## config.mk

```make
export PLATFORM = sky130hd
export DESIGN_NAME = cw_deserializer
export DESIGN_NICKNAME = d
export VERILOG_FILES = /design/src/rtl/cw_deserializer.sv
export SDC_FILE = /design/constraint.sdc
export NUM_CORES = 1
export LEC_CHECK = 0
export CAP_MARGIN = 40
export CORE_MARGIN = 2
export CORE_UTILIZATION = 50
export DETAILED_ROUTE_END_ITERATION = 10
export PLACE_DENSITY = 0.86
export SLEW_MARGIN = 0
export SYNTH_ARGS = -nofsm -noshare
export SYNTH_HDL_FRONTEND = slang
export SYNTH_SLANG_ARGS = --single-unit
```

## constraint.sdc

```tcl
create_clock -name clk -period 2.7 [get_ports clk]
set_clock_uncertainty 0.2 [all_clocks]
set_input_delay 0.54 -clock clk [delete_from_list [all_inputs] [get_ports clk]]
set_output_delay 0.54 -clock clk [all_outputs]
set_load 0.05 [all_outputs]
```

## src/rtl/cw_deserializer.sv

```systemverilog
// Serial-to-parallel codeword deserializer: SOF-aligned, MSB-first, with a
// one-deep valid/ready output register. Optional drop counter: CW_DROP_CNT_EN.
module cw_deserializer #(
   parameter int CW_W = 19
) (
   input  logic                         clk,
   input  logic                         rst_n,
   input  logic                         sin_bit,
   input  logic                         sin_valid,
   input  logic                         sin_sof,
   output logic [CW_W-1:0]              cx,
   output logic                         cx_valid,
   input  logic                         cx_ready,
   output logic                         overrun,
   output logic                         frame_err,
`ifdef CW_DROP_CNT_EN
   output logic [7:0]                   drop_cnt,
`endif
   output logic                         dbg_state,
   output logic [$clog2(CW_W+1)-1:0]    dbg_bit_cnt
);

   // Output handshake: cx is transferred in any cycle where cx_valid=1 and
   // cx_ready=1; while cx_valid=1 and cx_ready=0, cx holds its value.

   localparam int CNT_W = $clog2(CW_W+1);

   typedef enum logic {
      ST_IDLE  = 1'b0,
      ST_SHIFT = 1'b1
   } state_t;

   state_t            state, state_nxt;
   logic [CNT_W-1:0]  bit_cnt, cnt_nxt;
   logic [CW_W-1:0]   sreg, sreg_nxt;
   logic [CW_W-1:0]   first_bit;
   logic [CW_W-1:0]   placed_bit;
   logic [CW_W-1:0]   word;
   logic              word_done;
   logic              load;
   logic              ovr_nxt;
   logic              ferr_nxt;
   logic              cx_valid_nxt;
   logic [CW_W-1:0]   cx_nxt;

   // The incoming bit is OR-ed into its final position (cx[CW_W-1-bit_cnt])
   // rather than shifted, so the register image always matches cx bit order.
   always_comb begin
      first_bit  = {sin_bit, {(CW_W-1){1'b0}}};
      placed_bit = first_bit >> bit_cnt;
      word       = sreg | placed_bit;
      state_nxt  = state;
      cnt_nxt    = bit_cnt;
      sreg_nxt   = sreg;
      word_done  = 1'b0;
      ferr_nxt   = 1'b0;
      case (state)
         ST_IDLE: begin
            if (sin_valid && sin_sof) begin
               state_nxt = ST_SHIFT;
               cnt_nxt   = CNT_W'(1);
               sreg_nxt  = first_bit;
            end
         end
         ST_SHIFT: begin
            if (sin_valid) begin
               if (sin_sof) begin
                  // SOF wins over completion, even on the final-bit cycle.
                  ferr_nxt = 1'b1;
                  cnt_nxt  = CNT_W'(1);
                  sreg_nxt = first_bit;
               end else if (bit_cnt == CNT_W'(CW_W-1)) begin
                  word_done = 1'b1;
                  state_nxt = ST_IDLE;
                  cnt_nxt   = '0;
                  sreg_nxt  = '0;
               end else begin
                  cnt_nxt  = bit_cnt + CNT_W'(1);
                  sreg_nxt = word;
               end
            end
         end
         default: begin
            state_nxt = ST_IDLE;
            cnt_nxt   = '0;
            sreg_nxt  = '0;
         end
      endcase
   end

   always_comb begin
      load         = word_done && (!cx_valid || cx_ready);
      ovr_nxt      = word_done && !load;
      cx_nxt       = cx;
      cx_valid_nxt = cx_valid;
      if (load) begin
         cx_nxt       = word;
         cx_valid_nxt = 1'b1;
      end else if (cx_valid && cx_ready) begin
         cx_valid_nxt = 1'b0;
      end
   end

   always_ff @(posedge clk or negedge rst_n) begin
      if (!rst_n) begin
         state     <= ST_IDLE;
         bit_cnt   <= '0;
         sreg      <= '0;
         cx        <= '0;
         cx_valid  <= 1'b0;
         overrun   <= 1'b0;
         frame_err <= 1'b0;
      end else begin
         state     <= state_nxt;
         bit_cnt   <= cnt_nxt;
         sreg      <= sreg_nxt;
         cx        <= cx_nxt;
         cx_valid  <= cx_valid_nxt;
         overrun   <= ovr_nxt;
         frame_err <= ferr_nxt;
      end
   end

`ifdef CW_DROP_CNT_EN
   logic [1:0] drop_inc;
   logic [8:0] drop_sum;

   always_comb begin
      drop_inc = {1'b0, ovr_nxt} + {1'b0, ferr_nxt};
      drop_sum = {1'b0, drop_cnt} + {7'd0, drop_inc};
   end

   always_ff @(posedge clk or negedge rst_n) begin
      if (!rst_n) begin
         drop_cnt <= 8'd0;
      end else begin
         drop_cnt <= drop_sum[8] ? 8'hFF : drop_sum[7:0];
      end
   end
`endif

   assign dbg_state   = state;
   assign dbg_bit_cnt = bit_cnt;

endmodule

```

==> impl_metrics.tcl <==
set metrics [dict create \
    die_h_um 71.4 \
    wl_per_cell_um 15.9 \
    synthDistinctLibCells 44 \
    fin_ws_ns 0.133 \
    start_util_pct 52.1 \
    synth_cells 195 \
    final_cells 281 \
    critPathMaxFanout 14 \
    clockBufferDepth 2 \
    synthFlopType "dfrtp_1" \
    required_ns 1.96 \
    path_class "reg -> out" \
    grt_pass1_vias 1624 \
    critPathTopFamily "buffers and inverters" \
    async_flop_share_pct 100 \
    clock_latency_ns 0.30 \
    synthTopCellsByArea "dfrtp_1 (52%), mux2i_1 (8.4%), a22o_1 (5.0%)" \
    antenna_left 0 \
    seqCellArea_um2 1180 \
    antenna_found_initial 0 \
    rr_worst_depth 5 \
    fin_tns_setup_ns 0 \
    grt_start_max_net_pins 48 \
    fmax_mhz 390 \
    wirelength_mm 4.46 \
    p_per_area_nw_per_um2 540 \
    synth_top_area_cell "dfrtp_1" \
    numClockSinks 47 \
    maxSlewViolCount 0 \
    viasPerCell 5.65 \
    rrSetupSlack_ns 0.45 \
    yosysSeqAreaShare_pct 51.8 \
    htree_num_levels 2 \
    dp_hpwl_mm 3.09 \
    layout-drive-gt1-share_pct 10.5 \
    yosys_register_bits 47 \
    drtIter0Drc 125 \
    pre_cts_slack_ns 0.232 \
    worstMarginPinSlew_ns 0.573 \
    p_leak_nw 1.24 \
    r2r-end "cx[10]$_DFFE_PN0P_" \
    io_pins 34 \
    path_cells "clkdlybuf4s50_1" \
    track_usage_pct 19.2 \
    cts.repair.resized 0 \
    slowest_stage "clkdlybuf4s50_1" \
    relSlewSlack_pct 61.8 \
    critPathMaxStageDelay_ns 0.90 \
    dr_total_vias 1587 \
    fin_crit_ns 2.57 \
    drc 0 \
    crit_buf_inv 1 \
    grt-ovfl-total 0 \
    place.gp.congestion 0.872 \
    fin_crit_sh_pct 95.1 \
    hold_path_class "in -> async" \
    hold_violations 0 \
    portBuffers 33 \
    drv_cap 0 \
    fin_nets 236 \
    core-area_um2 4350 \
    syn_to_final_growth_pct 21.3 \
    ir_drop_mv 0.278 \
    post-synth-top-count-cell "dfrtp_1" \
    cts_setup_buffers 0 \
    synth-edff-count 0 \
    drtPass1Iterations 5 \
    dieArea_um2 5090 \
    rows 24 \
    die_x_um 71.4 \
    syn_nets 203 \
    synth_top_area_share_pct 51.8 \
    synth_area_per_cell_um2 11.6 \
    synth_commonest_cells "dfrtp_1 (47), inv_1 (21), mux2i_1 (19), a21oi_1 (15), a22o_1 (13)" \
    cts-buffers-inserted 5 \
    status "completed" \
    dp_cells 273 \
    netlist_area_um2 2270 \
    yosys_warnings 0 \
    rsz0062_at_grt "false" \
    multi_input_area_um2 917 \
    root_buffer "clkbuf_8" \
    startpoint_type "flip-flop" \
    n_antenna_cell 0 \
    timing.rr.start "dbg_bit_cnt[1]$_DFFE_PN0P_" \
    grt_pass1_wl_mm 7.64 \
    cts_hold_buf 0 \
    critPathCaptureType "output pin" \
    setup_violations 0 \
    arrival_ns 1.83 \
    cts_tree "done" \
    clk_pin_slew_ns 0.09 \
    fin_util_pct 63.2 \
    fillCellCount 366 \
]
==> cells in the final DEF (no fill, tap or decap), types with 4 or more instances in the layout <==
master / synthesis / layout
a32o_1: 8 / 8
nand2b_1: 4 / 4
mux2i_1: 19 / 19
a31oi_1: 4 / 4
dfrtp_1: 47 / 47
nand2_1: 4 / 4
inv_1: 21 / 21
nor2_1: 4 / 4
clkbuf_8: 0 / 6
a22o_1: 13 / 13
buf_4: 0 / 7
a21oi_1: 15 / 15
clkdlybuf4s50_1: 0 / 32
==> registers in the layout (all words and copies together) (netlist names) <==
name and count:
frame_err 1, overrun 1, sreg 19, dbg_bit_cnt 5, dbg_state 1, cx_valid 1, cx 19
==> kinds of logic after synthesis <==
| group | after synthesis | share of synthesized area (%) |
|---|---|---|
| simple gates | 38 | 12.7 |
| buf+inv | 36 | 8.05 |
| fa+ha+maj | 2 | 1.10 |
| compound gates | 53 | 18.0 |
| flops | 47 | 51.8 |
| mux | 19 | 8.38 |
==> power breakdown <==
part           internal [mW]  switching, mW  leakage (nW)
Sequential             0.724         0.0288         0.544
Combinational         0.0774          0.131         0.630
Clock                  0.300          0.226        0.0612
==> worst register-to-register path: stages (launching register included) <==
cell and delay (ns):
dfrtp_1 0.64, ha_1 0.26, nand4bb_1 0.32, nor3b_4 0.35, buf_12 0.20, mux2i_1 0.21
==> through the flow <==
stage | cell area, µm² | hold slack [ns] | total power, mW
2_1_floorplan | 2270 | 0.0444 | 0.900
3_3_place_gp | 2640 | 0.274 | 0.970
3_5_place_dp | 2640 | 0.282 | 0.976
4_1_cts | 2750 | 0.135 | 1.50
5_1_grt | 2750 | 0.165 | 1.55
6_report | 2750 | 0.112 | 1.49
==> final cells by class <==
class	count	area share [%]
clock buffers	6	3.00
clock inverters	2	1.27
inverters	21	2.86
multi-input cells	112	33.3
flip-flops and latches	47	42.7
well taps	52	2.36
repair buffers	41	14.5
==> routing by layer <==
| layer | track usage [%] | share of wire, % |
|---|---|---|
| met5 | 0 | 0 |
| met4 | 8.39 | 1.6 |
| met3 | 3.94 | 4.1 |
| met2 | 28.9 | 48 |
| met1 | 27.0 | 47 |
==> worst max-delay path by stage <==
| stage | slack, ns | from | cells past startpoint | end |
|---|---|---|---|---|
| floorplan | 0.44 | dbg_bit_cnt[0]$_DFFE_PN0P_ | 8 | sreg[16]$_DFFE_PN0P_ |
| global route | 0.05 | dbg_bit_cnt[1]$_DFFE_PN0P_ | 1 | dbg_bit_cnt[1] |
| CTS | 0.13 | dbg_bit_cnt[1]$_DFFE_PN0P_ | 1 | dbg_bit_cnt[1] |
| detailed placement | 0.23 | sin_sof | 5 | cx[17]$_DFFE_PN0P_ |
| global placement | 0.34 | sin_sof | 5 | cx[6]$_DFFE_PN0P_ |
| finish | 0.13 | dbg_bit_cnt[1]$_DFFE_PN0P_ | 1 | dbg_bit_cnt[1] |
(Power assumes the default switching activity.)
